--- config.mk ---
export PLATFORM = sky130hd
export DESIGN_NAME = bram_port_arbiter
export DESIGN_NICKNAME = d
export VERILOG_FILES = /design/src/rtl/bram_port_arbiter.sv
export SDC_FILE = /design/constraint.sdc
export NUM_CORES = 1
export LEC_CHECK = 0
export ABC_AREA = 1
export CAP_MARGIN = 20
export CORE_MARGIN = 2
export CORE_UTILIZATION = 30
export CTS_CLUSTER_DIAMETER = 100
export DETAILED_ROUTE_END_ITERATION = 16
export PLACE_DENSITY_LB_ADDON = 0.2
export SYNTH_ARGS = -nofsm -noshare
export SYNTH_HDL_FRONTEND = slang
export SYNTH_SLANG_ARGS = --single-unit
export TNS_END_PERCENT = 10
--- constraint.sdc ---
create_clock -name clk -period 3.4 [get_ports clk]
set_input_delay 1.02 -clock clk [delete_from_list [all_inputs] [get_ports clk]]
set_output_delay 1.02 -clock clk [all_outputs]
set_load 0.005 [all_outputs]
--- src/rtl/bram_port_arbiter.sv ---
// bram_port_arbiter: shares a true-dual-port block RAM between two requesters.
// After reset the RAM is swept to zero two words per cycle (INIT); afterwards
// (RUN) requester A drives RAM port A and requester B drives RAM port B, with a
// rotating priority resolving same-address conflicts involving a write.
// Optional feature: define BRAM_ARB_STATS_EN to add a saturating 16-bit
// conflict counter output (conflict_cnt).
module bram_port_arbiter #(
  parameter int RAM_WIDTH = 16,
  parameter int RAM_DEPTH = 1024,  // must be even
  parameter int LOG       = 10
) (
  input  logic                 clk,
  input  logic                 rst_n,
  input  logic                 a_req,
  input  logic                 a_we,
  input  logic [LOG-1:0]       a_addr,
  input  logic [RAM_WIDTH-1:0] a_wdata,
  output logic                 a_gnt,
  output logic                 a_rvalid,
  output logic [RAM_WIDTH-1:0] a_rdata,
  input  logic                 b_req,
  input  logic                 b_we,
  input  logic [LOG-1:0]       b_addr,
  input  logic [RAM_WIDTH-1:0] b_wdata,
  output logic                 b_gnt,
  output logic                 b_rvalid,
  output logic [RAM_WIDTH-1:0] b_rdata,
  output logic                 ram_wrena,
  output logic                 ram_rdena,
  output logic [LOG-1:0]       ram_addra,
  output logic [RAM_WIDTH-1:0] ram_dina,
  input  logic [RAM_WIDTH-1:0] ram_douta,
  output logic                 ram_wrenb,
  output logic                 ram_rdenb,
  output logic [LOG-1:0]       ram_addrb,
  output logic [RAM_WIDTH-1:0] ram_dinb,
  input  logic [RAM_WIDTH-1:0] ram_doutb,
`ifdef BRAM_ARB_STATS_EN
  output logic [15:0]          conflict_cnt,
`endif
  output logic                 init_done
);

  typedef enum logic {ST_INIT, ST_RUN} state_t;

  localparam logic [LOG-1:0] SWEEP_LAST = LOG'(RAM_DEPTH / 2 - 1);

  state_t         r_state;
  state_t         w_state_nxt;
  logic [LOG-1:0] r_sweep;
  logic           r_prio_b;      // 0: A holds priority, 1: B holds priority
  logic           r_init_done;
  logic           r_a_rvalid;
  logic           r_b_rvalid;

  logic           w_run;
  logic           w_sweep_last;
  logic [LOG-1:0] w_sweep_addr_a;
  logic [LOG-1:0] w_sweep_addr_b;
  logic           w_conflict;
  logic           w_run_conflict;
  logic           w_a_gnt;
  logic           w_b_gnt;

  assign w_run          = (r_state == ST_RUN);
  assign w_sweep_last   = (r_sweep == SWEEP_LAST);
  // Sweep word pair k covers addresses 2k (port A) and 2k+1 (port B).
  assign w_sweep_addr_a = {r_sweep[LOG-2:0], 1'b0};
  assign w_sweep_addr_b = {r_sweep[LOG-2:0], 1'b1};

  assign w_conflict     = a_req & b_req & (a_addr == b_addr) & (a_we | b_we);
  assign w_run_conflict = w_run & w_conflict;
  // Reset forces INIT asynchronously, so grants drop the moment rst_n falls.
  assign w_a_gnt        = w_run & a_req & (~w_conflict | ~r_prio_b);
  assign w_b_gnt        = w_run & b_req & (~w_conflict |  r_prio_b);

  assign a_gnt     = w_a_gnt;
  assign b_gnt     = w_b_gnt;
  assign a_rvalid  = r_a_rvalid;
  assign b_rvalid  = r_b_rvalid;
  assign a_rdata   = ram_douta;
  assign b_rdata   = ram_doutb;
  assign init_done = r_init_done;

  // State register.
  always_ff @(posedge clk or negedge rst_n) begin
    if (!rst_n) r_state <= ST_INIT;
    else        r_state <= w_state_nxt;
  end

  // Next state: leave INIT after the last word pair is written; RUN is terminal.
  always_comb begin
    w_state_nxt = r_state;
    if (r_state == ST_INIT && w_sweep_last) w_state_nxt = ST_RUN;
  end

  // Sweep counter advances once per INIT cycle and parks on the last pair.
  always_ff @(posedge clk or negedge rst_n) begin
    if (!rst_n)                                r_sweep <= '0;
    else if (r_state == ST_INIT && !w_sweep_last) r_sweep <= r_sweep + LOG'(1);
  end

  // RAM port drive: zero sweep during INIT, per-requester pass-through in RUN.
  always_comb begin
    ram_wrena = 1'b0;
    ram_rdena = 1'b0;
    ram_addra = '0;
    ram_dina  = '0;
    ram_wrenb = 1'b0;
    ram_rdenb = 1'b0;
    ram_addrb = '0;
    ram_dinb  = '0;
    if (r_state == ST_INIT) begin
      ram_wrena = rst_n;
      ram_wrenb = rst_n;
      ram_addra = w_sweep_addr_a;
      ram_addrb = w_sweep_addr_b;
    end else begin
      ram_wrena = w_a_gnt &  a_we;
      ram_rdena = w_a_gnt & ~a_we;
      ram_addra = a_addr;
      ram_dina  = a_wdata;
      ram_wrenb = w_b_gnt &  b_we;
      ram_rdenb = w_b_gnt & ~b_we;
      ram_addrb = b_addr;
      ram_dinb  = b_wdata;
    end
  end

  // Priority passes to the losing side after each conflict cycle.
  always_ff @(posedge clk or negedge rst_n) begin
    if (!rst_n)              r_prio_b <= 1'b0;
    else if (w_run_conflict) r_prio_b <= ~r_prio_b;
  end

  // Read-valid flags track the RAM's one-cycle read latency.
  always_ff @(posedge clk or negedge rst_n) begin
    if (!rst_n) begin
      r_a_rvalid <= 1'b0;
      r_b_rvalid <= 1'b0;
    end else begin
      r_a_rvalid <= w_a_gnt & a_req & ~a_we;
      r_b_rvalid <= w_b_gnt & b_req & ~b_we;
    end
  end

  // init_done goes high together with the first RUN cycle.
  always_ff @(posedge clk or negedge rst_n) begin
    if (!rst_n) r_init_done <= 1'b0;
    else        r_init_done <= (w_state_nxt == ST_RUN);
  end

`ifdef BRAM_ARB_STATS_EN
  logic [15:0] r_conflict_cnt;

  // Saturating count of conflict cycles seen in RUN.
  always_ff @(posedge clk or negedge rst_n) begin
    if (!rst_n)                                        r_conflict_cnt <= '0;
    else if (w_run_conflict && r_conflict_cnt != '1)   r_conflict_cnt <= r_conflict_cnt + 16'd1;
  end

  assign conflict_cnt = r_conflict_cnt;
`endif

endmodule

---- Word level (Yosys, flattened, before mapping) ----
Index checks and enable logic that the tools add are counted.
word-level totals
  register bits ........................... 14
  output and inout bits ................... 93
  logic and storage cells ................. 43
  input port bits ......................... 90
cells by class
  bitwise operators ....................... 24
  reductions and logical operators ........ 3
  muxes and demuxes ....................... 8
  eq/ne operators ......................... 2
  $add $sub $neg .......................... 1
operators with widths
  cell                                                                     number
  16-bit 2-to-1 mux                                                        2
  10-bit 2-to-1 mux                                                        2
  1-bit bitwise AND                                                        16
  10-bit by 1-bit adder with 10-bit output (second input constant)         1
  10-bit equality test                                                     1
  10-bit by 9-bit equality test with 1-bit output (second input constant)  1
  1-bit NOT                                                                5
  1-bit 2-to-1 mux                                                         4
  1-bit bitwise OR                                                         3
  1-bit logical AND                                                        2
  1-bit zero test                                                          1

---- Logic depth before layout (Yosys ltp) ----
Gate-level depths: netlist (run 1).
  word-level depth ........................ 8
  depth in mapped cells ................... 9
  depth with buffers taken out ............ 9

---- Worst setup path after synthesis (run 1) ----
No wires, ideal clock.
  path type ............................... in2out
  from .................................... in b_addr[0]
  to ...................................... out ram_rdenb
  buffers on the path ..................... 0
  arrival ................................. 1,666 ps
  data required time ...................... 2,380 ps
  setup slack ............................. 714 ps
  stages on the path ...................... 9
  path through ............................ inv_1 > nand2_1 > nand2_1 > nor2_1 > nand2_1 > nor2_1 > nand3_1 > nand2_1 > nor2_1
on the way
  cells in the longest elaborated chain, start to end .. 8
RTL lines
  element                          RTL line  source
  from (decl)                      23        input logic [LOG-1:0] b_addr,
  10-bit equality test             71        assign w_conflict = a_req & b_req & (a_addr == b_addr) & (a_we | b_we);
  1-bit bitwise AND (2 in series)  71
  1-bit NOT                        75        assign w_b_gnt = w_run & b_req & (~w_conflict | r_prio_b);
  1-bit bitwise OR                 75
  1-bit bitwise AND                75
  1-bit bitwise AND                124       ram_rdenb = w_b_gnt & ~b_we;
  1-bit 2-to-1 mux                 113       if (r_state == ST_INIT) begin
  to (decl)                        34        output logic ram_rdenb,
Every way passes these cells.

---- Final worst setup path (run 1) ----
  from .................................... in a_addr[9]
  to ...................................... out ram_rdena
on the way
  cells in the longest elaborated chain, start to end .. 8
RTL lines
  element                          RTL line  source
  from (decl)                      16        input logic [LOG-1:0] a_addr,
  10-bit equality test             71
  1-bit bitwise AND (2 in series)  71
  1-bit NOT                        74        assign w_a_gnt = w_run & a_req & (~w_conflict | ~r_prio_b);
  1-bit bitwise OR                 74
  1-bit bitwise AND                74
  1-bit bitwise AND                120       ram_rdena = w_a_gnt & ~a_we;
  1-bit 2-to-1 mux                 113
  to (decl)                        29        output logic ram_rdena,
Every way passes these cells.

==> metrics.log, run 1 <==
[metrics] Peak supply drop: roughly 0.00012 V
[metrics] Tightest Hold Check Type: reg -> reg
[metrics] compound-gate portion of the synthesized area: under 10%
[metrics] initial DRC count: 37
[metrics] Detail Placement HPWL: 4126 µm
[metrics] type of the worst setup path: in -> out
[metrics] NumNets Final: about 460
[metrics] I/O pin total: 183
[metrics] total DRC errors in the routed layout: 0
[metrics] sort of element at the end of the critical path: output pin
[metrics] leakage power: around 1.6 nW
[metrics] wire length on met3: 531 µm
[metrics] Synth Cell Area: around 1600 µm²
[metrics] adder and majority gate portion of the synthesized area: less than 1%
[metrics] met2 routed WL: ~2500 µm
[metrics] area added between synthesis and finish: 76.16%
[metrics] first-pass GRT wire length: 8286 µm
[metrics] dominant combinational cell family by area after synthesis: simple AND/OR/NAND/NOR gates
[metrics] proportion of layout cells with a drive suffix above 1: between 10% and 20%
[metrics] clock slew at the register clock pins of the worst setup and hold paths: around 60 ps
[metrics] number of buffers created by CTS: 3
[metrics] Hold Crit Start: r_sweep[4]
[metrics] power dissipated by switching net loads: about 100 µW
[metrics] Pint: 335.5 µW
[metrics] Vias per Instance: a little over 4
[metrics] die outline height: ~76 µm
[metrics] clock latency at the later pin of the worst-skew pair: 250 ps
[metrics] capturing point of the worst reg2reg path: r_sweep[3]
[metrics] Mapped Cells: 268
[metrics] Max Clk Rate: 302.9 MHz
[metrics] Pwr Total: 434.3 µW
[metrics] critical path arrival: between 2000 and 2500 ps
[metrics] WL/cell: ~12 µm
[metrics] Worst Path Max Fanout: 3
[metrics] via count of the first global-routing pass: around 1700
[metrics] final RePlAce weighted congestion: approximately 0.79
[metrics] antenna violations before repair: 0
[metrics] drt first pass iters: 4
[metrics] simple-gate share of the synthesized area: about a third
[metrics] ys flop type: sky130_fd_sc_hd__dfrtp_1
[metrics] worst flop-to-flop path startpoint: r_sweep[0]
[metrics] proportion of synthesized flip-flops having asynchronous set or reset: 100.0%
[metrics] number of cells on the worst hold path: 1
[metrics] maximum clock skew at final layout: ~0.63 ps
[metrics] die area: 5825 µm²
[metrics] startpoint type of the worst setup path: primary input
[metrics] final instance area: around 2800 µm²
[metrics] largest net degree at the start of global routing: 48
[metrics] MaxCap Viol Count: 0
[metrics] layout filler cell count: 535
[metrics] PwrDens: 157.1 nW/µm²
[metrics] r2r worst-path depth: 7
[metrics] data required time at the worst endpoint: 2380 ps
[metrics] buffer levels on the longest clock path: 2
[metrics] final antenna diode count: 0
[metrics] core box area: 5075 µm²
[metrics] count of nets left with antenna violations after detail routing: 0
[metrics] Placement Rows: 26
[metrics] count of pins over their slew limit: 0
[metrics] setup TNS: 0 ps
[metrics] FF+latch count, synth: 14
[metrics] count of vias placed by the detailed router: between 1500 and 2000
[metrics] portion of total power attributed to the clock network: between 30% and 40%
[metrics] worst rel slew slack: 69.17%
[metrics] post-route fraction of the period consumed by the critical path: between 90% and 100%
[metrics] number of enable-type register cells in the synthesized netlist: 0
[metrics] portion of the post-synthesis area used by sequential elements: between 20 and 25%
[metrics] synthesized net count: between 300 and 400
[metrics] CTS tree: done
[metrics] highest routing layer actually used: met4
[metrics] width of the chip: between 70 and 80 µm
[metrics] worst-margin pin slew: between 400 and 500 ps
[metrics] final count of negative-setup-slack endpoints: 0
[metrics] gr usage total: ~17%
[metrics] total congestion overflow: 0
[metrics] total of warnings raised by yosys: 0
[metrics] count of hold-fix buffers inserted at cts: 0
[metrics] Comb pwr share: between 20% and 30%
[metrics] WHS Endpoint: r_sweep[4]
[metrics] CTS Sinks: 14
[metrics] Buffers on Ports: about 120
[metrics] Reg power frac: between 30% and 40%
[metrics] run status: complete, no violations
[metrics] R2R setup slack: a little under 2000 ps
[metrics] count of endpoints failing hold in the final timing report: 0
[metrics] placement-stage cell area: around 2700 µm²
[metrics] DRT Wirelength: between 5000 and 6000 µm
[metrics] Switching Share: between 20% and 30%
[metrics] Avg Cell Area, Syn: around 5.9 µm²
[metrics] Netlist cell types: 22
[metrics] final critical path time including I/O delays and setup: around 3300 ps
[metrics] htree depth: 1
[metrics] starting density of the core: a little under a third
[metrics] synthesized-area fraction occupied by xor and xnor cells: 5.582%
[metrics] share of cell area taken by muxes after synthesis: 0%
[metrics] Routed met1 length: between 1500 and 2000 µm
[metrics] root buffer cell: sky130_fd_sc_hd__clkbuf_8
==> repair_timing <==
| action | 4_1_cts | 5_1_grt |
|---|---|---|
| buffers inserted | 2 | 1 |
| setup endpoints to repair | 8 | 7 |
| hold endpoints to repair | 0 | 0 |
| gates resized for setup | 45 | 7 |
| pin swaps | 13 | 7 |
==> critical path, stage by stage <==
cell                            delay, ps
sky130_fd_sc_hd__dlygate4sd2_1        260
sky130_fd_sc_hd__inv_1                 70
sky130_fd_sc_hd__nand2_1               50
sky130_fd_sc_hd__nand2_1               70
sky130_fd_sc_hd__nand3_2              110
sky130_fd_sc_hd__nor2_4               140
sky130_fd_sc_hd__buf_6                110
sky130_fd_sc_hd__nand3_2               70
sky130_fd_sc_hd__nand2_2               90
sky130_fd_sc_hd__nor2_1                40
sky130_fd_sc_hd__dlygate4sd2_1        250
==> state kept, by name (all words and copies together), names as in the netlist <==
name and count:
a_rvalid 1, b_rvalid 1, r_sweep 10, init_done 1, r_prio_b 1
==> through the flow <==
stage / hold WS, ps / util [%] / setup WS, ps / std cells
2_1_floorplan: 453.0 / - / 713.9 / 268
3_3_place_gp: 483.1 / 52.42 / -434.8 / 429
3_5_place_dp: 482.7 / 52.42 / -469.8 / 429
4_1_cts: 498.5 / 54.07 / -19.66 / 435
5_1_grt: 509.8 / 54.46 / -2.162 / 436
6_report: 498.5 / 54.46 / 99.09 / 436
==> metal layers <==
metal  vias to the layer above  GRT usage [%]
li1                        936              -
met1                       757          18.73
met2                        91          31.86
met4                         0          2.909
met5                         -              0
met3                        14          7.464
==> cells by family (layout without fill, tap and decap cells) <==
kind of cell               Yosys count  in the layout
and+or+nand+nor                    129            129
buffers and inverters              100            198
xor gates and xnor gates            10             10
AOI/OAI and AO/OA                   14             14
adders and majority gates            1              1
DFF                                 14             14
==> worst max-delay path by stage <==
stage	from	end	slack (ps)
finish	a_addr[9]	ram_rdena	100
global placement	a_addr[0]	ram_rdenb	-430
CTS	a_addr[7]	b_gnt	-20
floorplan	b_addr[0]	ram_rdenb	710
detailed placement	a_addr[0]	b_gnt	-470
global route	b_we	ram_wrena	-2
==> power by group through the flow <==
stage | clock network, mW | registers, mW | logic [mW]
after CTS | 0.173 | 0.167 | 0.101
after global placement | 0 | 0.170 | 0.105
after global routing | 0.180 | 0.166 | 0.111
after detailed placement | 0 | 0.170 | 0.106
after floorplan | 0 | 0.170 | 0.0477
final | 0.166 | 0.167 | 0.102
==> cell usage in the layout (no fill, tap or decap), types with 5 or more instances in the layout <==
master / count
sky130_fd_sc_hd__buf_4: 14
sky130_fd_sc_hd__o21ai_0: 11
sky130_fd_sc_hd__xor2_1: 5
sky130_fd_sc_hd__nor2_1: 10
sky130_fd_sc_hd__nand2_1: 93
sky130_fd_sc_hd__inv_1: 59
sky130_fd_sc_hd__nand3_2: 5
sky130_fd_sc_hd__nand3_1: 6
sky130_fd_sc_hd__dlygate4sd2_1: 26
sky130_fd_sc_hd__clkdlybuf4s50_1: 87
sky130_fd_sc_hd__dfrtp_1: 14
==> layout make-up <==
class / instances / area, µm² / share of cell area, %
inverters: 61 / 229.0 / 8.284
multi-input cells: 154 / 777.0 / 28.11
flip-flops and latches: 14 / 350.3 / 12.68
clock buffers: 4 / 55.05 / 1.992
repair buffers: 133 / 1265 / 45.77
well taps: 70 / 87.58 / 3.169
==> cells in the mapped netlist, types with 2 or more instances <==
cell type / count / area (µm²)
sky130_fd_sc_hd__buf_1: 3 / 11.26
sky130_fd_sc_hd__buf_4: 32 / 240.2
sky130_fd_sc_hd__clkbuf_1: 3 / 11.26
sky130_fd_sc_hd__dfrtp_1: 14 / 350.3
sky130_fd_sc_hd__inv_1: 59 / 221.5
sky130_fd_sc_hd__inv_2: 2 / 7.510
sky130_fd_sc_hd__nand2_1: 96 / 360.4
sky130_fd_sc_hd__nand3_1: 10 / 50.05
sky130_fd_sc_hd__nand4_1: 2 / 12.51
sky130_fd_sc_hd__nor2_1: 14 / 52.55
sky130_fd_sc_hd__nor3_4: 2 / 32.53
sky130_fd_sc_hd__o21ai_0: 13 / 65.06
sky130_fd_sc_hd__xnor2_1: 5 / 43.79
sky130_fd_sc_hd__xor2_1: 5 / 43.79
No activity file was read; power rests on OpenSTA's default activity.
==> inputs of run 2 (changes only) <==
--- a/config.mk
+++ b/config.mk
@@ -11,7 +11,9 @@
 export CORE_UTILIZATION = 30
 export CTS_CLUSTER_DIAMETER = 100
 export DETAILED_ROUTE_END_ITERATION = 16
+export HOLD_SLACK_MARGIN = 0.08
 export PLACE_DENSITY_LB_ADDON = 0.2
+export RECOVER_POWER = 100
 export SYNTH_ARGS = -nofsm -noshare
 export SYNTH_HDL_FRONTEND = slang
 export SYNTH_SLANG_ARGS = --single-unit
==> run 2 against run 1 <==
  * Power shrank 0.27%
  * Die area did not move
  * Non-clock buffer count is the same
  * Fmax shrank 0.10%
  * Sequential share of layout area grew 0.087 points
==> metrics.log, run 2 (synthesized netlist as in run 1, its figures left out) <==
[metrics] run status: complete, no violations
[metrics] root buffer cell: sky130_fd_sc_hd__clkbuf_8
[metrics] MaxCap Viol Count: 0 (unchanged)
[metrics] final count of negative-setup-slack endpoints: 0 (unchanged)
[metrics] via count of the first global-routing pass: 1717 (unchanged)
[metrics] antenna violations before repair: 0 (unchanged)
[metrics] area used by multi-input combinational logic: 764.5 µm² (-1.6%)
[metrics] area added between synthesis and finish: 74.96%
[metrics] clock slew at the register clock pins of the worst setup and hold paths: 60 ps (about the same)
[metrics] Buffers on Ports: 118 (unchanged)
[metrics] Pwr Total: 433.1 µW (-0.27%)
[metrics] Vias per Instance: 4.126 (about the same)
[metrics] count of vias placed by the detailed router: 1799 (+0.056%)
[metrics] worst setup margin: 95.74 ps (-3.351 ps)
[metrics] DRT Wirelength: 5088 µm (-0.41%)
[metrics] total congestion overflow: 0 (unchanged)
[metrics] CTS Sinks: 14 (unchanged)
[metrics] sort of element at the end of the critical path: output pin
[metrics] worst rel slew slack: 40.29% (-29 points)
[metrics] Setup WS pre-CTS: -469.8 ps (unchanged)
[metrics] most frequent cells in the layout: sky130_fd_sc_hd__nand2_1, sky130_fd_sc_hd__inv_1, sky130_fd_sc_hd__dlygate4sd3_1
[metrics] post-route fraction of the period consumed by the critical path: 97.18% (+0.099 points)
[metrics] Max Clk Rate: 302.6 MHz (-0.10%)
[metrics] gr usage total: 17.37% (unchanged)
[metrics] die area: 5825 µm² (unchanged)
[metrics] Tightest Hold Check Type: reg -> reg
[metrics] count of nets left with antenna violations after detail routing: 0 (unchanged)
[metrics] largest net degree at the start of global routing: 48 (unchanged)
[metrics] layout filler cell count: 538 (+0.56%)
[metrics] final critical path time including I/O delays and setup: 3304 ps (+3.351 ps)
[metrics] starting density of the core: 30.92% (unchanged)
[metrics] final standard cell count with taps included and fillers excluded: 436 (unchanged)
[metrics] drt first pass iters: 4 (unchanged)
[metrics] final RePlAce weighted congestion: 0.7882 (unchanged)
[metrics] Detail Placement HPWL: 4126 µm (unchanged)
[metrics] number of flip-flops under the largest register name: 10 (unchanged)
[metrics] first-pass GRT wire length: 8286 µm (unchanged)
[metrics] type of the worst setup path: in -> out
[metrics] count of endpoints failing hold in the final timing report: 0 (unchanged)
[metrics] startpoint type of the worst setup path: primary input
[metrics] critical path arrival: 2280 ps (about the same)
[metrics] width of the chip: 76.32 µm (unchanged)
[metrics] data required time at the worst endpoint: 2380 ps (about the same)
[metrics] NumNets Final: 458 (unchanged)
[metrics] proportion of layout cells with a drive suffix above 1: 9.563% (-1.4 points)
[metrics] die outline height: 76.32 µm (unchanged)
[metrics] Placed Cells: 429 (unchanged)
[metrics] Worst Path Max Fanout: 3 (unchanged)
[metrics] most common library cell in the layout ignoring fill and taps: sky130_fd_sc_hd__nand2_1
[metrics] final antenna diode count: 0 (unchanged)
[metrics] CTS tree: done
[metrics] area taken by flip-flops and latches: 350.3 µm² (unchanged)
[metrics] htree depth: 1 (unchanged)
[metrics] PwrDens: 157.8 nW/µm² (+0.42%)
[metrics] worst-margin pin slew: 895.7 ps (+433.2 ps)
[metrics] leakage power: 1.733 nW (+8.7%)
[metrics] count of pins over their slew limit: 0 (unchanged)
[metrics] I/O pin total: 183 (unchanged)
[metrics] register bank with the most flops: r_sweep
[metrics] Peak supply drop: 0.0001212 V (+0.15%)
[metrics] number of buffers created by CTS: 3 (unchanged)
[metrics] maximum clock skew at final layout: 0.4468 ps (-0.1799 ps)
[metrics] Placement Rows: 26 (unchanged)
[metrics] initial DRC count: 44 (+19%)
[metrics] total DRC errors in the routed layout: 0 (unchanged)
[metrics] clock latency at the later pin of the worst-skew pair: 250 ps (about the same)
[metrics] core box area: 5075 µm² (unchanged)
[metrics] R2R setup slack: 1710 ps (-220 ps)
[metrics] WL/cell: 11.67 µm (-0.41%)
[metrics] buffer levels on the longest clock path: 2 (unchanged)
[run 2: repair_timing]
action / CTS / global route
endpoints found under the setup margin: 8 / 7
hold buffers: 0 / 0
buffers inserted: 2 / 1
resized for setup: 45 / 7
pin swaps: 13 / 7
[run 2: worst paths after layout]
kind / to / from / cells after the start
max in group asynchronous: r_sweep[1] / rst_n / 2
min reg2reg: r_sweep[4] / r_sweep[4] / 1
min in group asynchronous: r_sweep[4] / rst_n / 2
max reg2reg: r_sweep[9] / r_sweep[0] / 8
max: ram_rdena / a_addr[9] / 11
min: r_sweep[4] / r_sweep[4] / 1
[run 2: final cells by class]
class	count	share of cell area [%]
Timing Repair Buffer	133	45.85
Multi-Input combinational cell	154	27.85
Sequential cell	14	12.76
Inverter	61	8.341
Tap cell	70	3.191
Clock buffer	4	2.005
[run 2: metrics by stage]
step / TNS, ps / cell area (µm²) / hold WS, ps / utilization (%)
6_report: 0 / 2745 / 497.6 / 54.09
5_1_grt: -2.378 / 2745 / 509.8 / 54.09
4_1_cts: -19.66 / 2744 / 498.5 / 54.07
3_5_place_dp: -2810 / 2660 / 482.7 / 52.42
3_3_place_gp: -2671 / 2660 / 483.1 / 52.42
2_1_floorplan: 0 / 1569 / 453.0 / -
[run 2: worst max-delay path, stage by stage]
cell,delay [ps]
sky130_fd_sc_hd__dlygate4sd2_1,260
sky130_fd_sc_hd__inv_1,70
sky130_fd_sc_hd__nand2_1,50
sky130_fd_sc_hd__nand2_1,70
sky130_fd_sc_hd__nand3_2,110
sky130_fd_sc_hd__nor2_4,140
sky130_fd_sc_hd__buf_6,110
sky130_fd_sc_hd__nand3_2,70
sky130_fd_sc_hd__nand2_2,90
sky130_fd_sc_hd__nor2_1,40
sky130_fd_sc_hd__dlygate4sd2_1,250
[run 2: layer usage]
metal | vias up | share of wire (%) | wire length [µm] | GRT usage [%]
li1 | 936 | - | - | -
met1 | 760 | 39 | 1980 | 18.73
met2 | 89 | 50 | 2519 | 31.86
met3 | 14 | 10 | 526 | 7.464
met4 | 0 | 1.2 | 62 | 2.909
met5 | - | 0 | 0 | 0
[run 2: where the power goes]
| group | total [mW] | internal (mW) | leakage (nW) | switching, mW |
|---|---|---|---|---|
| clock network | 0.166 | 0.103 | 0.0288 | 0.0632 |
| registers | 0.167 | 0.167 | 0.181 | 0 |
| logic | 0.101 | 0.0654 | 1.52 | 0.0353 |
| total | 0.433 | 0.335 | 1.73 | 0.0984 |
==> inputs of run 3 (changes only) <==
--- a/config.mk
+++ b/config.mk
@@ -7,13 +7,15 @@
 export LEC_CHECK = 0
 export ABC_AREA = 1
 export CAP_MARGIN = 20
-export CORE_MARGIN = 2
-export CORE_UTILIZATION = 30
+export CORE_AREA = 2 2 70 72
 export CTS_CLUSTER_DIAMETER = 100
 export DETAILED_ROUTE_END_ITERATION = 16
+export DIE_AREA = 0 0 72 74
+export DONT_BUFFER_PORTS = 1
 export HOLD_SLACK_MARGIN = 0.08
 export PLACE_DENSITY_LB_ADDON = 0.2
 export RECOVER_POWER = 100
+export SLEW_MARGIN = 20
 export SYNTH_ARGS = -nofsm -noshare
 export SYNTH_HDL_FRONTEND = slang
 export SYNTH_SLANG_ARGS = --single-unit
==> constraint.sdc (replaced) <==
create_clock -name clk -period 3.4 [get_ports clk]
set_input_delay 0.85 -clock clk [delete_from_list [all_inputs] [get_ports clk]]
set_output_delay 0.85 -clock clk [all_outputs]
set_load 0.005 [all_outputs]
==> run 3 against run 2 <==
  * Core utilization decreased by 24 points
  * Critical path depth decreased by 5
  * Die area shrank 8.5%
==> metrics.log, run 3 (synthesized netlist as in run 1, its figures left out) <==
[metrics] first-pass GRT wire length: 5361 µm (-35%)
[metrics] Placement Rows: 25 (-3.8%)
[metrics] R2R setup slack: 1710 ps (about the same)
[metrics] placement-stage cell area: 1376 µm² (-48%)
[metrics] drt first pass iters: 4 (unchanged)
[metrics] worst setup margin: 853.1 ps (+757.4 ps)
[metrics] starting density of the core: 34.12% (+3.2 points)
[metrics] Peak supply drop: 0.00008313 V (-31%)
[metrics] setup TNS: 0 ps (unchanged)
[metrics] count of vias placed by the detailed router: 1308 (-27%)
[metrics] htree depth: 1 (unchanged)
[metrics] critical path arrival: 1700 ps (-580 ps)
[metrics] final antenna diode count: 0 (unchanged)
[metrics] number of buffers created by CTS: 3 (unchanged)
[metrics] area added between synthesis and finish: -10.45%
[metrics] gr usage total: 13.24% (-4.1 points)
[metrics] r2r worst-path depth: 6 (-2)
[metrics] timing endpoint of the critical path: ram_rdenb
[metrics] total DRC errors in the routed layout: 0 (unchanged)
[metrics] NumNets Final: 326 (-29%)
[metrics] Max Clk Rate: 392.6 MHz (+30%)
[metrics] unrepaired setup endpoints after global routing: no
[metrics] CP max stage delay: 220 ps (-40 ps)
[metrics] Detail Placement HPWL: 3231 µm (-22%)
[metrics] clock latency at the later pin of the worst-skew pair: 250 ps (about the same)
[metrics] maximum clock skew at final layout: 5.120 ps (+4.673 ps)
[metrics] final critical path time including I/O delays and setup: 2547 ps (-757.4 ps)
[metrics] Cell Chain, Critical Path: xnor2_1 -> nand3_1 -> nor2_1 -> nand3_1 -> nand2_1 -> nor2_1
[metrics] run status: complete, no violations
[metrics] Pwr Total: 324.9 µW (-25%)
[metrics] final core utilization: 30.56% (-24 points)
[metrics] number of buffers inserted by post-CTS setup repair: 0 (-2)
[metrics] clock slew at the register clock pins of the worst setup and hold paths: 60 ps (about the same)
[metrics] final instance area: 1405 µm² (-49%)
[metrics] total congestion overflow: 0 (unchanged)
[metrics] depth of the critical timing path with buffers and inverters included: 6 (-5)
[metrics] count of nets left with antenna violations after detail routing: 0 (unchanged)
[metrics] number of flip-flops under the largest register name: 10 (unchanged)
[metrics] most frequent cells in the layout: sky130_fd_sc_hd__nand2_1, sky130_fd_sc_hd__inv_1, sky130_fd_sc_hd__nor2_1, sky130_fd_sc_hd__dfrtp_1, sky130_fd_sc_hd__o21ai_0
[metrics] final count of negative-setup-slack endpoints: 0 (unchanged)
[metrics] die outline height: 74 µm (-3.0%)
[metrics] capturing point of the worst reg2reg path: r_sweep[5]
[metrics] Vias per Instance: 4.557 (+10%)
[metrics] MaxCap Viol Count: 0 (unchanged)
[metrics] CTS Sinks: 14 (unchanged)
[metrics] buffer levels on the longest clock path: 2 (unchanged)
[metrics] die area: 5328 µm² (-8.5%)
[metrics] Gates resized, CTS repair: 0 (-100%)
[metrics] worst flop-to-flop path startpoint: init_done
[metrics] type of the worst setup path: in -> out
[metrics] CTS tree: done
[metrics] category of cells accounting for the largest share of critical-path delay: simple AND/OR/NAND/NOR gates
[metrics] initial DRC count: 41 (-6.8%)
[metrics] final standard cell count with taps included and fillers excluded: 287 (-34%)
[metrics] proportion of layout cells with a drive suffix above 1: 3.863% (-5.7 points)
[metrics] Placed Cells: 284 (-34%)
[metrics] register bank with the most flops: r_sweep
[metrics] sort of element at the end of the critical path: output pin
[metrics] largest net degree at the start of global routing: 48 (unchanged)
[metrics] most common library cell in the layout ignoring fill and taps: sky130_fd_sc_hd__nand2_1
[metrics] worst-margin pin slew: 844.5 ps (-51.21 ps)
[metrics] smallest hold slack: 293.2 ps (-204.4 ps)
[metrics] cell with the largest stage delay on the worst path: sky130_fd_sc_hd__xnor2_1
[metrics] Worst Path Max Fanout: 3 (unchanged)
[metrics] core box area: 4598 µm² (-9.4%)
[metrics] I/O pin total: 183 (unchanged)
[metrics] final RePlAce weighted congestion: 0.7432 (-5.7%)
[metrics] Buffers & Inverters on Critical Path: 0 (-4)
[metrics] PwrDens: 231.2 nW/µm² (+47%)
[metrics] Critical Path Start: b_addr[8]
[metrics] data required time at the worst endpoint: 2550 ps (+170 ps)
[metrics] leakage power: 0.9998 nW (-42%)
[metrics] Tightest Hold Check Type: in -> async
[metrics] worst rel slew slack: 43.70% (+3.4 points)
[metrics] count of pins over their slew limit: 0 (unchanged)
[metrics] startpoint type of the worst setup path: primary input
[metrics] count of endpoints failing hold in the final timing report: 0 (unchanged)
[metrics] DRT Wirelength: 3905 µm (-23%)
[metrics] root buffer cell: sky130_fd_sc_hd__clkbuf_8
[metrics] antenna violations before repair: 0 (unchanged)
[metrics] post-route fraction of the period consumed by the critical path: 74.91% (-22 points)
[metrics] Setup WS pre-CTS: 785.9 ps (+1256 ps)
[metrics] count of hold-fix buffers inserted at cts: 0 (unchanged)
[metrics] WL/cell: 13.61 µm (+17%)
[metrics] via count of the first global-routing pass: 1107 (-36%)
[metrics] Buffers on Ports: 0 (-100%)
[metrics] width of the chip: 72 µm (-5.7%)
==> run 3: worst min-delay path by stage <==
stage	startpoint	slack, ps	depth (start not counted)	end
finish	rst_n	290	0	r_sweep[3]
global route	rst_n	280	0	r_sweep[3]
CTS	rst_n	290	0	r_sweep[3]
detailed placement	r_sweep[9]	470	2	r_sweep[9]
global placement	r_sweep[9]	480	2	r_sweep[9]
floorplan	r_sweep[9]	450	2	r_sweep[9]
==> run 3: cell type report <==
cell class	count	area, µm²
multi-input cells	154	711.9
fillers	524	3193
well taps	54	67.56
inverters	61	229.0
flip-flops and latches	14	350.3
repair buffers	1	5.005
clock buffers	3	41.29
==> run 3: per-layer routing <==
layer	track usage [%]	share of wire, %	vias up
met4	5.241	1.8	0
li1	-	-	673
met3	3.794	11	11
met1	16.40	41	532
met5	0	0	-
met2	21.91	45	92
==> run 3: where the power goes <==
group          internal, mW  switching [mW]  total (mW)
sequential            0.167               0       0.167
combinational       0.00923          0.0127      0.0220
clock                0.0784          0.0578       0.136
==> patch 1: new RTL, settings of run 2 <==
Add a define of `BRAM_ARB_STATS_EN`.
--- a/src/rtl/bram_port_arbiter.sv
+++ b/src/rtl/bram_port_arbiter.sv
@@ -4,6 +4,8 @@
 // rotating priority resolving same-address conflicts involving a write.
 // Optional feature: define BRAM_ARB_STATS_EN to add a saturating 16-bit
 // conflict counter output (conflict_cnt).
+`define BRAM_ARB_STATS_EN
+
 module bram_port_arbiter #(
   parameter int RAM_WIDTH = 16,
   parameter int RAM_DEPTH = 1024,  // must be even
Behaviour (old outputs only; new: conflict_cnt): unchanged (Yosys induction, for registers that start in step).
==> patch 1 against run 2 <==
- the run now ends with setup timing left
- worst hold slack improved by 0.0028 ns
- setup slack lost 0.14 ns
- fmax is 4.0% lower
- wire length grew 69%
- total power up 90%
- cell area grew 59%
- area after synthesis up 68%
- sequential cell count rose by 16
- count of clock-buffer cells in the layout grew 2
- critical endpoint is now ram_wrena
==> patch 1: results (changes against run 2) <==
metric;value;unit;change
first-pass GRT wire length;13.9;mm;was 8.29 mm
CTS Root Cell;clkbuf_8;;unchanged
via count;3045;;was 1,799
later-pin clock latency in the skew report;0.28;ns;was 0.25 ns
Worst VDD drop;0.109;mV;was 0.121 mV
Placed Cells;659;;was 429
Num CTS Buffers;5;;was 3
DR vias/cell;4.42;;was 4.13
DR WL/cell;12.4;um;was 11.7 um
initial DRC count;156;;was 44
routability cong.;0.786;;was 0.788
Cell variety after synth;29;;was 22
initial antenna violation count;0;;unchanged
pin count of the biggest net entering global routing;31;;was 48
Leakage Power;2.36;nW;was 1.73 nW
Port Buffers;134;;was 118
commonest cells in the netlist;147 x nand2_1, 87 x inv_1, 32 x buf_4;;was 96 x nand2_1, 59 x inv_1, 32 x buf_4
top area cells in the synthesized netlist;dfrtp_1 28%, nand2_1 21%, inv_1 12%;;was nand2_1 23%, dfrtp_1 22%, buf_4 15%
Fillers;890;;was 538
status;finished with violations;;was finished clean
Worst Setup Slack, final;-0.0407;ns;was 0.0957 ns
H-tree depth;2;;was 1
Mapped Cells;425;;was 268
NumNets Final;672;;was 458
post-DP HPWL;6.79;mm;was 4.13 mm
n_diodes;0;;unchanged
CP max FO;2;;was 3
failing checks;setup timing;;
sequential-to-total area share from yosys stat;28.5;%;was 22.3%
Worst Tran Pin Value;0.405;ns;was 0.896 ns
max reg flops;16;;was 10
final setup fails;1;;was 0
total global-route track usage;17.6;%;was 17.4%
Clock Skews;0.00735;ns;was 0.000447 ns
slowest stage cell on the critical path;dlygate4sd2_1;;unchanged
Internal Dissipation;0.613;mW;was 0.335 mW
-- patch 1: path summary, 6_finish.rpt --
path	start	endpoint	slack, ns	cells after the start
setup reg to reg	conflict_cnt[0]$_DFFE_PN0P_	conflict_cnt[2]$_DFFE_PN0P_	1.54	10
hold / removal	conflict_cnt[15]$_DFFE_PN0P_	conflict_cnt[15]$_DFFE_PN0P_	0.50	2
setup / recovery	b_addr[2]	ram_wrena	-0.04	12
max in group asynchronous	rst_n	init_done$_DFFE_PN0P_	1.87	2
min in group asynchronous	rst_n	r_sweep[3]$_DFFE_PN0P_	1.20	2
hold reg to reg	conflict_cnt[15]$_DFFE_PN0P_	conflict_cnt[15]$_DFFE_PN0P_	0.50	2
-- patch 1: area by class of cell --
class                           instances  area share [%]
Multi-Input combinational cell        265            30.7
Sequential cell                        30            17.2
Timing Repair Buffer                  189            39.1
Inverter                               89            7.69
Clock buffer                            6            1.89
Tap cell                              108            3.10
Clock inverter                          2           0.287
-- patch 1: logic make-up after synthesis --
family                   after synthesis  share of synthesized area, %
AO/OA/AOI/OAI                         25                          5.17
XOR/XNOR                              12                          4.27
adder cells (fa/ha/maj)                2                         0.949
buffers and inverters                130                          23.8
flip-flops                            30                          28.5
AND/OR/NAND/NOR                      226                          37.3
-- patch 1: per-stage QoR --
stage / setup TNS, ns / cell area, um^2 / hold WS (ns) / util, % / setup WS, ns
2_1_floorplan: 0 / 2640 / 0.475 / - / 0.537
3_3_place_gp: -3.41 / 4070 / 0.487 / 47.1 / -0.603
3_5_place_dp: -3.54 / 4070 / 0.490 / 47.1 / -0.611
4_1_cts: -0.256 / 4300 / 0.506 / 49.8 / -0.0685
5_1_grt: -0.152 / 4360 / 0.530 / 50.5 / -0.0995
6_report: -0.0407 / 4360 / 0.500 / 50.5 / -0.0407
-- patch 1: layer usage --
metal	part of all wire [%]	vias to the layer above	global-route usage, %
li1	-	1542	-
met2	52	131	32.6
met5	0	-	0
met3	8.1	8	4.80
met4	0.89	0	4.17
met1	39	1364	20.2
-- patch 1: power groups by stage --
stage          clock (mW)  combinational (mW)  sequential, mW
5_1_grt             0.337               0.176           0.356
6_report            0.309               0.159           0.357
3_5_place_dp            0               0.150           0.364
3_3_place_gp            0               0.148           0.364
2_1_floorplan           0              0.0624           0.364
4_1_cts             0.322               0.152           0.357
-- patch 1: worst max-delay path: cells and delay by family --
kind	cells	cell delay [ns]
XOR/XNOR	1	0.17
AND/OR/NAND/NOR	7	0.57
buffers and inverters	4	0.67
-- patch 1: timing repair --
action | CTS | global route
pin swaps | 13 | 12
endpoints found under the setup margin | 13 | 18
cloned | 0 | 0
resized for setup | 58 | 24
hold endpoints to repair | 0 | 0
setup buffers | 18 | 4
==> patch 2: new RTL, config.mk and constraints of run 2 <==
Without the edit above. `LOG`: 10 -> 9.
--- a/src/rtl/bram_port_arbiter.sv
+++ b/src/rtl/bram_port_arbiter.sv
@@ -7,7 +7,7 @@
 module bram_port_arbiter #(
   parameter int RAM_WIDTH = 16,
   parameter int RAM_DEPTH = 1024,  // must be even
-  parameter int LOG       = 10
+  parameter int LOG       = 9
 ) (
   input  logic                 clk,
   input  logic                 rst_n,
Interface: changed (resized a_addr, b_addr, ram_addra and ram_addrb); port bits go from 183 to 179. The function was not compared with the original's and may differ.
==> patch 2 against run 2 <==
- area after synthesis fell by 4.5%
- count of clock-buffer cells in the layout did not move
- sequential power fell by 7%
- setup slack improved by 0.038 ns
- total power fell by 12%
- via count fell by 7.6%
- wire length fell by 11%
- non-clock buffer count fell by 9
- core utilization fell by 1.2 points
- cell area fell by 8.4%
- clock power fell by 17%
- clock skew rose by 0.0021 ns
- combinational power fell by 10%
- sequential cell count fell by 1
- largest power group unchanged
==> patch 2: results (changes against run 2) <==
metric;value;unit;change
layout cells sized above 1;6.18;%;was 9.56%
hold path startpoint;r_sweep[8]$_DFFE_PN0P_;;was r_sweep[4]$_DFFE_PN0P_
first-pass GRT wire length;6.98;mm;was 8.29 mm
FF-to-FF path depth;12;;was 8
commonest cells in the netlist;91 x nand2_1, 61 x inv_1, 32 x buf_4;;was 96 x nand2_1, 59 x inv_1, 32 x buf_4
Port Buffers;114;;was 118
initial DRC count;46;;was 44
post-DP HPWL;3.87;mm;was 4.13 mm
Leakage Power;1.57;nW;was 1.73 nW
status;finished clean;;unchanged
Syn Nets;341;;was 359
sequential-to-total area share from yosys stat;21.7;%;was 22.3%
Fillers;507;;was 538
routability cong.;0.760;;was 0.788
top area cells in the synthesized netlist;nand2_1 23%, dfrtp_1 22%, buf_4 16%;;was nand2_1 23%, dfrtp_1 22%, buf_4 15%
Mapped Cells;251;;was 268
DR WL/cell;11.1;um;was 11.7 um
Worst Hold Path EP;r_sweep[8]$_DFFE_PN0P_;;was r_sweep[4]$_DFFE_PN0P_
NumNets Final;431;;was 458
vias in the first global route;1603;;was 1,717
Arrival @ worst endpoint;2.25;ns;was 2.28 ns
RR Endpoint;r_sweep[7]$_DFFE_PN0P_;;was r_sweep[9]$_DFFE_PN0P_
max reg flops;9;;was 10
Placed Cells;401;;was 429
pin count of the biggest net entering global routing;44;;was 48
## patch 2: cell count changes in the layout (fill, tap and decap cells not counted), sizes merged, moves of 2 or more
| cell | delta |
|---|---|
| buf | -6 |
| clkdlybuf4s15 | +4 |
| dlygate4sd2 | -5 |
| dlymetal6s2s | -2 |
| nand2 | -7 |
| nand3 | -4 |
| nand4 | +2 |
| nor2 | -4 |
## patch 2: power by group through the flow
stage / Sequential, mW / Combinational [mW] / Clock, mW
floorplan: 0.158 / 0.0469 / 0
global placement: 0.158 / 0.0972 / 0
detailed placement: 0.158 / 0.0981 / 0
CTS: 0.155 / 0.0898 / 0.141
global route: 0.155 / 0.100 / 0.147
finish: 0.155 / 0.0906 / 0.137
## patch 2: how the worst max path moves through the flow
stage | startpoint | endpoint | cells past startpoint
5_1_grt | a_addr[5] | b_gnt | 10
3_3_place_gp | a_addr[4] | ram_rdenb | 9
3_5_place_dp | a_we | b_gnt | 11
6_report | a_addr[5] | b_gnt | 10
4_1_cts | a_req | b_gnt | 12
2_1_floorplan | b_addr[8] | ram_rdenb | 9
## patch 2: repair_timing
item,in CTS,in global routing
buffers inserted,2,0
setup endpoints to repair,6,4
hold endpoints to repair,0,0
resized for setup,34,12
pin swaps,10,12
## patch 2: per-layer routing
layer / up-vias / global-route usage, % / wire (um)
met2: 77 / 30.6 / 2400
met5: - / 0 / 0
met1: 717 / 17.0 / 1700
met4: 0 / 3.97 / 0
met3: 0 / 3.88 / 421
li1: 868 / - / -
## patch 2: cell type report
cell class | count | area share, %
sequential | 13 | 12.9
multi-input combinational | 138 | 26.0
tap | 67 | 3.33
timing repair buffer | 124 | 46.9
inverter | 61 | 9.10
clock buffer | 4 | 1.79
## patch 2: cell families (layout without fill, tap and decap cells)
logic type	count (synthesis)	after routing	synth area share (%)
AND/OR/NAND/NOR	115	115	33.8
buffers and inverters	100	189	33.8
AO/OA/AOI/OAI	13	13	4.34
flip-flops	13	13	21.7
XOR/XNOR	8	8	4.68
adder cells (fa/ha/maj)	2	2	1.67
## patch 2: through the flow
step / hold WS (ns) / total power [mW] / worst slack, ns / area, um^2 / util (%)
after CTS: 0.496 / 0.385 / 0.0493 / 2550 / 53.7
after detailed placement: 0.484 / 0.256 / -0.368 / 2500 / 52.7
final: 0.489 / 0.382 / 0.133 / 2510 / 52.9
after floorplan: 0.448 / 0.205 / 0.737 / 1500 / -
after global placement: 0.471 / 0.255 / -0.360 / 2500 / 52.7
after global routing: 0.543 / 0.402 / 0.0165 / 2510 / 52.9
## patch 2: critical path, cell delays in order
cell             delay (ns)
dlygate4sd2_1          0.26
xnor2_1                0.16
nand2_1                0.08
nor2_1                 0.10
buf_4                  0.14
nand3_4                0.09
nand2_2                0.08
buf_4                  0.10
inv_1                  0.03
clkdlybuf4s15_1        0.19
